<file path="config.mk">
export PLATFORM = sky130hd
export DESIGN_NAME = rx_slot_ctrl
export DESIGN_NICKNAME = d
export VERILOG_FILES = /design/src/rtl/rx_slot_ctrl.sv
export SDC_FILE = /design/constraint.sdc
export NUM_CORES = 1
export LEC_CHECK = 0
export BUFFER_PORTS_ARGS = -buffer_cell sky130_fd_sc_hd__buf_4
export CORE_ASPECT_RATIO = 2
export CORE_MARGIN = 2
export CORE_UTILIZATION = 45
export DETAILED_ROUTE_END_ITERATION = 6
export PLACE_DENSITY = 0.7
export RECOVER_POWER = 50
export SYNTH_ARGS = -nofsm -noshare
export SYNTH_HDL_FRONTEND = slang
export SYNTH_SLANG_ARGS = --single-unit
export TNS_END_PERCENT = 20
</file>
<file path="constraint.sdc">
create_clock -name wb_clk_i -period 5.8 [get_ports wb_clk_i]
set_clock_uncertainty 0.05 [all_clocks]
set_input_delay 0.58 -clock wb_clk_i [delete_from_list [all_inputs] [get_ports wb_clk_i]]
set_output_delay 0.58 -clock wb_clk_i [all_outputs]
set_load 0.05 [all_outputs]
</file>
<file path="src/rtl/rx_slot_ctrl.sv">
// RX buffer slot scheduler: hands free SRAM banks to the MAC per frame, commits
// good frames into a 4-entry ring and exposes slot state over a Wishbone window.
module rx_slot_ctrl #(
  parameter logic [31:0] BASE_ADDR = 32'h3000_0100,
  parameter logic [10:0] MAX_LEN   = 11'd1024
) (
  input  logic        wb_clk_i,
  input  logic        rst_n,
  input  logic        frame_start,
  input  logic        frame_end,
  input  logic        frame_err,
  input  logic [10:0] frame_len,
  output logic [1:0]  wr_bank,
  output logic        wr_bank_v,
  output logic [1:0]  rd_bank,
  input  logic        wbs_stb_i,
  input  logic        wbs_cyc_i,
  input  logic        wbs_we_i,
  input  logic [3:0]  wbs_sel_i,
  input  logic [31:0] wbs_adr_i,
  input  logic [31:0] wbs_dat_i,
  output logic        wbs_ack_o,
  output logic [31:0] wbs_dat_o,
  output logic        rx_irq
);

  typedef enum logic [1:0] {IDLE, RECV, DROP} state_t;

  state_t           state, state_n, post_end;
  logic [3:0]       full, full_c, commit_mask, rel_mask;
  logic [3:0][10:0] len;
  logic [1:0]       wr_ptr, wr_ptr_c, rd_ptr;
  logic             ovf, irq_en;
  logic [7:0]       drop_cnt;
  logic [8:0]       drop_sum;
  logic             good, commit, ovf_set;
  logic [1:0]       inc;

  logic        hit, req, req_q, access, wr_acc;
  logic        rel_ok, clr_ovf, irq_wr;
  logic [31:0] rd_mux;
  logic        unused_ok;

  assign good = !frame_err && (frame_len != 11'd0) && (frame_len <= MAX_LEN);

  // frame_end is resolved first; frame_start then sees the post-commit ring.
  always_comb begin
    state_n  = state;
    post_end = state;
    commit   = 1'b0;
    ovf_set  = 1'b0;
    inc      = 2'd0;
    if (frame_end && state != IDLE) begin
      if (state == RECV) begin
        if (good) commit = 1'b1;
        else      inc    = 2'd1;
      end
      post_end = IDLE;
    end
    commit_mask = commit ? (4'b0001 << wr_ptr) : 4'b0000;
    full_c      = full | commit_mask;
    wr_ptr_c    = wr_ptr + {1'b0, commit};
    state_n     = post_end;
    if (frame_start) begin
      case (post_end)
        IDLE: begin
          if (full_c[wr_ptr_c]) begin
            state_n = DROP;
            ovf_set = 1'b1;
            inc     = inc + 2'd1;
          end else begin
            state_n = RECV;
          end
        end
        default: inc = inc + 2'd1;
      endcase
    end
  end

  assign drop_sum = {1'b0, drop_cnt} + {7'd0, inc};

  // Wishbone: one access per stb&cyc assertion, acked the following cycle.
  assign hit     = wbs_adr_i[31:4] == BASE_ADDR[31:4];
  assign req     = wbs_stb_i && wbs_cyc_i && hit;
  assign access  = req && !req_q;
  assign wr_acc  = access && wbs_we_i && wbs_sel_i[0];
  assign rel_ok  = wr_acc && (wbs_adr_i[3:2] == 2'd2) && wbs_dat_i[0] && full[rd_ptr];
  assign clr_ovf = wr_acc && (wbs_adr_i[3:2] == 2'd2) && wbs_dat_i[1];
  assign irq_wr  = wr_acc && (wbs_adr_i[3:2] == 2'd3);
  assign rel_mask = rel_ok ? (4'b0001 << rd_ptr) : 4'b0000;

  always_comb begin
    rd_mux = 32'd0;
    case (wbs_adr_i[3:2])
      2'd0: rd_mux = {8'd0, drop_cnt, 6'd0, irq_en, ovf, wr_ptr, rd_ptr, full};
      2'd1: rd_mux = full[rd_ptr] ? {21'd0, len[rd_ptr]} : 32'd0;
      2'd3: rd_mux = {31'd0, irq_en};
      default: rd_mux = 32'd0;
    endcase
  end

  always_ff @(posedge wb_clk_i or negedge rst_n) begin
    if (!rst_n) begin
      state     <= IDLE;
      full      <= '0;
      len       <= '0;
      wr_ptr    <= '0;
      rd_ptr    <= '0;
      ovf       <= 1'b0;
      drop_cnt  <= '0;
      irq_en    <= 1'b0;
      req_q     <= 1'b0;
      wbs_ack_o <= 1'b0;
      wbs_dat_o <= '0;
    end else begin
      state  <= state_n;
      if (commit) len[wr_ptr] <= frame_len;
      wr_ptr <= wr_ptr_c;
      full   <= (full | commit_mask) & ~rel_mask;
      if (rel_ok) rd_ptr <= rd_ptr + 2'd1;
      // A same-cycle drop event overrides CLR_OVF.
      if (inc != 2'd0) begin
        ovf      <= ovf | ovf_set;
        drop_cnt <= drop_sum[8] ? 8'hFF : drop_sum[7:0];
      end else if (clr_ovf) begin
        ovf      <= 1'b0;
        drop_cnt <= '0;
      end
      if (irq_wr) irq_en <= wbs_dat_i[0];
      req_q     <= req;
      wbs_ack_o <= access;
      wbs_dat_o <= (access && !wbs_we_i) ? rd_mux : 32'd0;
    end
  end

  assign wr_bank   = wr_ptr;
  assign wr_bank_v = (state == RECV);
  assign rd_bank   = rd_ptr;
  assign rx_irq    = irq_en & (|full);

  assign unused_ok = ^{wbs_dat_i[31:2], wbs_adr_i[1:0], wbs_sel_i[3:1]};

endmodule
</file>
==> reports/qor.yml, run 1 <==
worst_setup_path:
  cp-end-kind: "register"
  crit_arrival_ns: 4.95
  cp.required_ns: 5.97
  crit_path_start_kind: "input port"
  reg2reg_slack_ns: 1.38
  crit_fanout: 8
  crit_type: "input port to register"
logic_synthesis:
  synth_compound_area_share_pct: 6.591
  synth-edff-count: 0
  synth_area_leader_cell: "dfrtp_1"
  ys_seq_area_share_pct: 49.79
  synth_xor_area_share_pct: 0.6151
  synthArstFlopShare_pct: 100.0
  ys_top_cells_by_area: "dfrtp_1 50%, mux2_2 12%, mux4_2 6.9%"
  synth_fa_ha_area_share_pct: 2.812
  synth-simple-area-share_pct: 16.05
  synthMuxAreaShare_pct: 19.86
  yosysTopAreaCellShare_pct: 49.79
  ys_warn_count: 0
  synthesis.area_um2: 4272
  synthFlopType: "dfrtp_1"
  synth_top_family_by_area: "multiplexers"
  synth-seq-cells: 85
  avgSynthCellArea_um2: 12.27
  synth.distinct_cells: 55
  syn_inst: 348
timing:
  slew_violations: 86
  max_freq_mhz: 209.3
  rsz0062_at_grt: "false"
  finalCritPeriodShare_pct: 82.37
  tightest_slew_ns: 4.436
  setup_viol: 0
  layout_min_cycle_time_ns: 4.778
  hold_viol: 0
  slew_headroom_pct: -195.8
  tns_ns: 0
clock_tree:
  numCtsBuffers: 9
  clk_latency_ns: 0.35
  cts_sinks: 85
  cts_setup_buffers: 0
  path_clk_slew_ns: 0.06
  holdBufCountCts: 0
  cts_resized: 0
  cts_tree: "done"
  cts_root_buffer: "clkbuf_16"
  clockBufferDepth: 2
  h-tree-depth: 3
status:
  status: "finished, violations left"
  violations: "capacitance limit, slew limit"
finish:
  regArea_um2: 2127
  fillCellCount: 816
  final_cells: 535
  drive_gt1_share_pct: 35.27
  multi_input_area_um2: 2011
  diodes: 0
  final_cell_mix: "85 x dfrtp_1, 65 x buf_4, 44 x mux2_2, 23 x nor2_1, 17 x nor2b_1"
  final_common_cell: "dfrtp_1"
  syn2layout_area_growth_pct: 20.53
  nets: 522
die:
  start_util_pct: 45.83
  core_um2: 9321
  dieArea_um2: 10330
  rows: 50
  io_pins: 126
  die_x_um: 72.89
  die_h_um: 141.8
grt:
  grt.overflow.total: 0
  antenna_found_initial: 0
  grt_pass1_wl_mm: 15.53
  grt_pass1_vias: 3190
  grt_use_total_pct: 20.06
  grt_max_degree: 86
drt:
  drtIter0Drc: 210
  drc: 0
  viasPerCell: 5.613
  vias: 3003
  ant_nets: 0
  wl_per_cell_um: 17.78
  routed_wl_mm: 9.510
  first_pass_iters: 4
hold_path:
  hp-class: "input port to register"
pwr:
  irDropWorstVdd_v: 0.0001812
  power_density_nw_per_um2: 401.7
  power.leakage_nw: 2.382
placement:
  place_hpwl_mm: 7.071
  placed_cells: 519
  io_buffers: 77
  gp_congestion: 0.8174
job:
  cap_violations: 1
layer usage:
metal,global-route usage (%),vias to the layer above,part of all wire [%]
li1,-,1399,-
met1,20.59,1509,36
met2,36.46,72,58
met3,2.770,23,2.6
met4,12.96,0,3.7
met5,0,-,0
through the flow:
| stage | total power [mW] | setup WS (ns) | hold slack (ns) | utilization [%] | instance area [um^2] |
|---|---|---|---|---|---|
| floorplan | 1.326 | 1.364 | 0.2344 | - | 4317 |
| global placement | 1.467 | 0.6895 | 0.4318 | 52.55 | 4898 |
| detailed placement | 1.501 | 0.5892 | 0.4413 | 52.55 | 4898 |
| CTS | 2.083 | 0.9567 | 0.4249 | 55.76 | 5197 |
| global route | 2.182 | 0.4090 | 0.4365 | 55.23 | 5149 |
| finish | 2.068 | 1.022 | 0.4339 | 55.23 | 5149 |
worst paths after layout:
kind | start | end | cells after the start
min in group asynchronous | rst_n | wbs_dat_o[2] | 1
worst min register to register | len[30] | len[30] | 1
worst max-delay path | frame_len[1] | drop_cnt[5] | 19
worst max register to register | state[0] | drop_cnt[5] | 17
max in group asynchronous | rst_n | len[29] | 1
worst min-delay path | wbs_dat_i[0] | irq_en | 2
cell type report:
type	instances	area share, %
repair buffers	79	10.57
clock inverters	7	1.434
multi-input cells	241	39.05
inverters	10	0.7290
flip-flops and latches	85	41.31
clock buffers	9	4.374
well taps	104	2.527
report_power, final:
group          switching [mW]  total [mW]  internal (mW)  leakage (nW)
registers               0.135       0.904          0.769          1.11
clock network           0.244       0.580          0.336         0.146
logic                   0.287       0.585          0.298          1.13
worst max-delay path: stages:
cell and delay (ns):
buf_4 0.13, nor4_4 0.44, nand3_4 0.20, xnor2_1 0.18
nor3_1 0.25, ha_1 0.22, xor2_1 0.22, mux4_2 0.61
inv_1 0.09, ha_1 0.21, o21ai_0 0.22, nand2b_1 0.10
ha_1 0.21, fa_1 0.45, and3_1 0.25, nand4_1 0.23
nand3_1 0.11, nor3_1 0.17, nor3_1 0.07
cells in the mapped netlist, types with 10 or more instances:
| cell type | n |
|---|---|
| nand2_1 | 10 |
| dfrtp_1 | 85 |
| nor2_1 | 23 |
| nand3_1 | 10 |
| mux4_2 | 13 |
| nor3_1 | 10 |
| inv_1 | 10 |
| nor2b_1 | 17 |
| buf_4 | 13 |
| mux2_2 | 44 |
| a21oi_1 | 16 |
registers in the layout, summed over array words and instances (netlist names):
name and flops:
len 44, wbs_dat_o 19, drop_cnt 8, full 4
rd_bank 2, state 2, wr_bank 2, irq_en 1
ovf 1, req_q 1, wbs_ack_o 1
cells by family after synthesis:
family / after synthesis
xor gates and xnor gates: 3
DFF: 85
other: 1
and+or+nand+nor: 113
AOI/OAI and AO/OA: 41
buffers and inverters: 34
muxes: 62
adders and majority gates: 9
Note: power is estimated with default switching activity, not from simulation.
==> run 2: changes to the inputs <==
--- a/config.mk
+++ b/config.mk
@@ -5,12 +5,13 @@
 export SDC_FILE = /design/constraint.sdc
 export NUM_CORES = 1
 export LEC_CHECK = 0
+export ABC_AREA = 1
 export BUFFER_PORTS_ARGS = -buffer_cell sky130_fd_sc_hd__buf_4
 export CORE_ASPECT_RATIO = 2
 export CORE_MARGIN = 2
 export CORE_UTILIZATION = 45
 export DETAILED_ROUTE_END_ITERATION = 6
-export PLACE_DENSITY = 0.7
+export PLACE_DENSITY = 0.73
 export RECOVER_POWER = 50
 export SYNTH_ARGS = -nofsm -noshare
 export SYNTH_HDL_FRONTEND = slang
==> constraint.sdc (replaced) <==
create_clock -name wb_clk_i -period 4.14 [get_ports wb_clk_i]
set_clock_uncertainty 0.05 [all_clocks]
set_input_delay 0.414 -clock wb_clk_i [delete_from_list [all_inputs] [get_ports wb_clk_i]]
set_output_delay 0.414 -clock wb_clk_i [all_outputs]
set_load 0.05 [all_outputs]
==> run 2 against run 1 <==
Net effect: the run ends with DRC, capacitance limit, slew limit left; sequential power is 29% higher; wire length is 14% higher; first-iteration DRC count is 34% higher; power is 31% higher; sequential share of layout area is 0.28 points lower; sequential cell count stayed put; critical path depth is 11 higher; combinational power is 20% higher; non-clock buffer count is 13 higher; via count is 27% higher; synthesized cell count is 50% higher; worst setup slack worse by 0.77 ns; largest cell class unchanged.
==> reports/qor.yml, run 2 <==
pwr:
  finalPower_mw: 2.705
  power_density_nw_per_um2: 521.8
  irDropWorstVdd_v: 0.0002665
  power.leakage_nw: 2.650
placement:
  place_area_um2: 4911
  io_buffers: 77
  gp_congestion: 0.9126
  place_hpwl_mm: 7.769
timing:
  layout_min_cycle_time_ns: 3.885
  hold_viol: 0
  tightest_slew_ns: 2.099
  finalCritPeriodShare_pct: 93.83
  rsz0062_at_grt: "false"
  setup_viol: 0
  tns_ns: 0
  fin_hold_ws_ns: 0.2548
  max_freq_mhz: 257.4
  slew_violations: 86
  slew_headroom_pct: -39.96
finish:
  reg_top3: "len (44), wbs_dat_o (19), drop_cnt (8)"
  syn2layout_area_growth_pct: 22.94
  fin_util_pct: 55.99
  final_common_cell: "nand2_1"
  largest_register_ffs: 44
  diodes: 0
  top_register: "len"
  finalInstanceArea_um2: 5184
  nets: 703
  drive_gt1_share_pct: 18.30
  final_cell_mix: "120 x nand2_1, 85 x dfrtp_1, 79 x buf_4, 70 x inv_1, 52 x o21ai_0"
worst_setup_path:
  startpoint: "frame_len[5]"
  crit_path_end: "drop_cnt[3]"
  reg2reg_from: "state[1]"
  cp-end-kind: "register"
  crit_type: "input port to register"
  slowest_delay_ns: 0.37
  slowest_stage: "fa_2"
  crit_path_start_kind: "input port"
  crit_arrival_ns: 4.07
  cp_num_buf_inv: 6
  crit_top_cell: "nand2_1"
  crit_fanout: 6
  reg2reg_slack_ns: 0.39
  path_delay_family: "simple AND/OR/NAND/NOR gates"
  path_depth: 30
  cp.required_ns: 4.33
  r2r-end: "drop_cnt[3]"
  r2r_cells: 26
clock_tree:
  cts_sinks: 85
  h-tree-depth: 3
  cts_root_buffer: "clkbuf_16"
  numCtsBuffers: 9
  clk_latency_ns: 0.35
  cts_tree: "done"
  clockBufferDepth: 2
  path_clk_slew_ns: 0.06
  holdBufCountCts: 0
logic_synthesis:
  synth-edff-count: 0
  synthesis.area_um2: 4217
  synth-seq-cells: 85
  ys_warn_count: 0
  syn_inst: 523
  avgSynthCellArea_um2: 8.062
  synth.distinct_cells: 36
  synth_area_leader_cell: "dfrtp_1"
  yosysTopAreaCellShare_pct: 50.45
  synthFlopType: "dfrtp_1"
  synth_common_cells: "120 x nand2_1, 85 x dfrtp_1, 71 x inv_1, 55 x o21ai_0, 46 x a21oi_1"
  synthArstFlopShare_pct: 100.0
  ys_top_cells_by_area: "dfrtp_1 50%, nand2_1 11%, o21ai_0 6.5%"
  synth.most_common_cell: "nand2_1"
  ys_seq_area_share_pct: 50.45
grt:
  grt_pass1_wl_mm: 16.98
  grt_max_degree: 86
  busiest_layer: "met2"
  use_met2_pct: 39.16
  grt_use_total_pct: 21.82
  use_met1_pct: 23.66
  grt_pass1_vias: 3608
  grt.overflow.total: 0
  antenna_found_initial: 0
  grt_use_met3_pct: 4.432
die:
  die_h_um: 140.9
  rows: 50
  io_pins: 126
  core_um2: 9259
  start_util_pct: 45.54
  die_x_um: 72.45
  dieArea_um2: 10210
drt:
  first_pass_iters: 7
  wl_per_cell_um: 15.13
  drc: 2
  viasPerCell: 5.314
  vias: 3805
  ant_nets: 0
  routed_wl_mm: 10.83
  drtIter0Drc: 282
hold_path:
  hp-class: "input port to register"
status:
  violations: "DRC, capacitance limit, slew limit"
  status: "finished, violations left"
job:
  cap_violations: 1
[run 2: changes by cell type after synthesis, moves of 5 or more]
cell,delta
inv_1,+61
nor4_1,-5
o21ai_0,+48
nand2_1,+110
a21oi_1,+30
mux4_2,-13
o21ai_1,+10
nor2b_1,-17
nor2_1,+19
mux2_2,-44
and2_1,-9
[run 2: worst min-delay path by stage]
stage,start,to,slack [ns],cells past startpoint
after floorplan,rst_n,drop_cnt[0],0.07,0
after global placement,len[10],len[10],0.41,2
after detailed placement,len[39],len[39],0.41,2
after CTS,rst_n,len[21],0.25,1
after global routing,wbs_dat_i[0],irq_en,0.27,3
final,wbs_dat_i[0],irq_en,0.25,3
[run 2: cell type report]
class | count | area, um^2
Fill cell | 857 | 4075
Sequential cell | 85 | 2127
Inverter | 71 | 266.5
Multi-Input combinational cell | 348 | 1707
Clock inverter | 7 | 81.33
Clock buffer | 9 | 225.2
Timing Repair Buffer | 92 | 646.9
Tap cell | 104 | 130.1
[run 2: per-stage QoR]
step | std cells | setup WS, ns
global placement | 700 | -0.2027
CTS | 716 | 0.03392
finish | 716 | 0.2554
floorplan | 535 | 0.2377
global route | 716 | 0.01765
detailed placement | 700 | -0.2855
[run 2: what timing repair did]
item                                    in CTS  in global routing
endpoints found under the setup margin       0                  7
buffers inserted                             0                  0
resized for setup                            0                  8
[run 2: worst register-to-register path, stage by stage (launching register included)]
cell     delay (ns)
dfrtp_1        0.39
nor2_2         0.12
nand2_1        0.09
inv_1          0.15
nand2_1        0.07
inv_1          0.05
ha_1           0.26
inv_1          0.09
nand3_1        0.08
nand2_1        0.07
nand2_1        0.06
nand2_1        0.07
inv_1          0.05
ha_1           0.26
or2_2          0.32
o21ai_4        0.11
inv_1          0.08
ha_1           0.22
fa_2           0.37
nand3_2        0.09
nor2_1         0.06
nand2_1        0.08
nor2_1         0.05
inv_2          0.07
nor2_2         0.07
o21ai_0        0.17
o21ai_1        0.08
[run 2: metal layers]
| metal | vias up | wire length [um] |
|---|---|---|
| li1 | 1809 | - |
| met1 | 1793 | 3868 |
| met2 | 175 | 5870 |
| met3 | 28 | 719 |
| met4 | 0 | 376 |
| met5 | - | 0 |
[run 2: where the power goes]
part | internal (mW) | switching [mW]
logic | 0.255 | 0.450
registers | 1.05 | 0.124
clock network | 0.475 | 0.354
total | 1.78 | 0.928
[run 2: cells by family after synthesis]
logic type               Yosys count  synth area share (%)
AND/OR/NAND/NOR                  201                 20.12
AO/OA/AOI/OAI                    120                 15.01
buffers and inverters            102                 10.45
flip-flops                        85                 50.45
adder cells (fa/ha/maj)            9                 2.849
XOR/XNOR                           5                 1.039
other                              1               0.08894
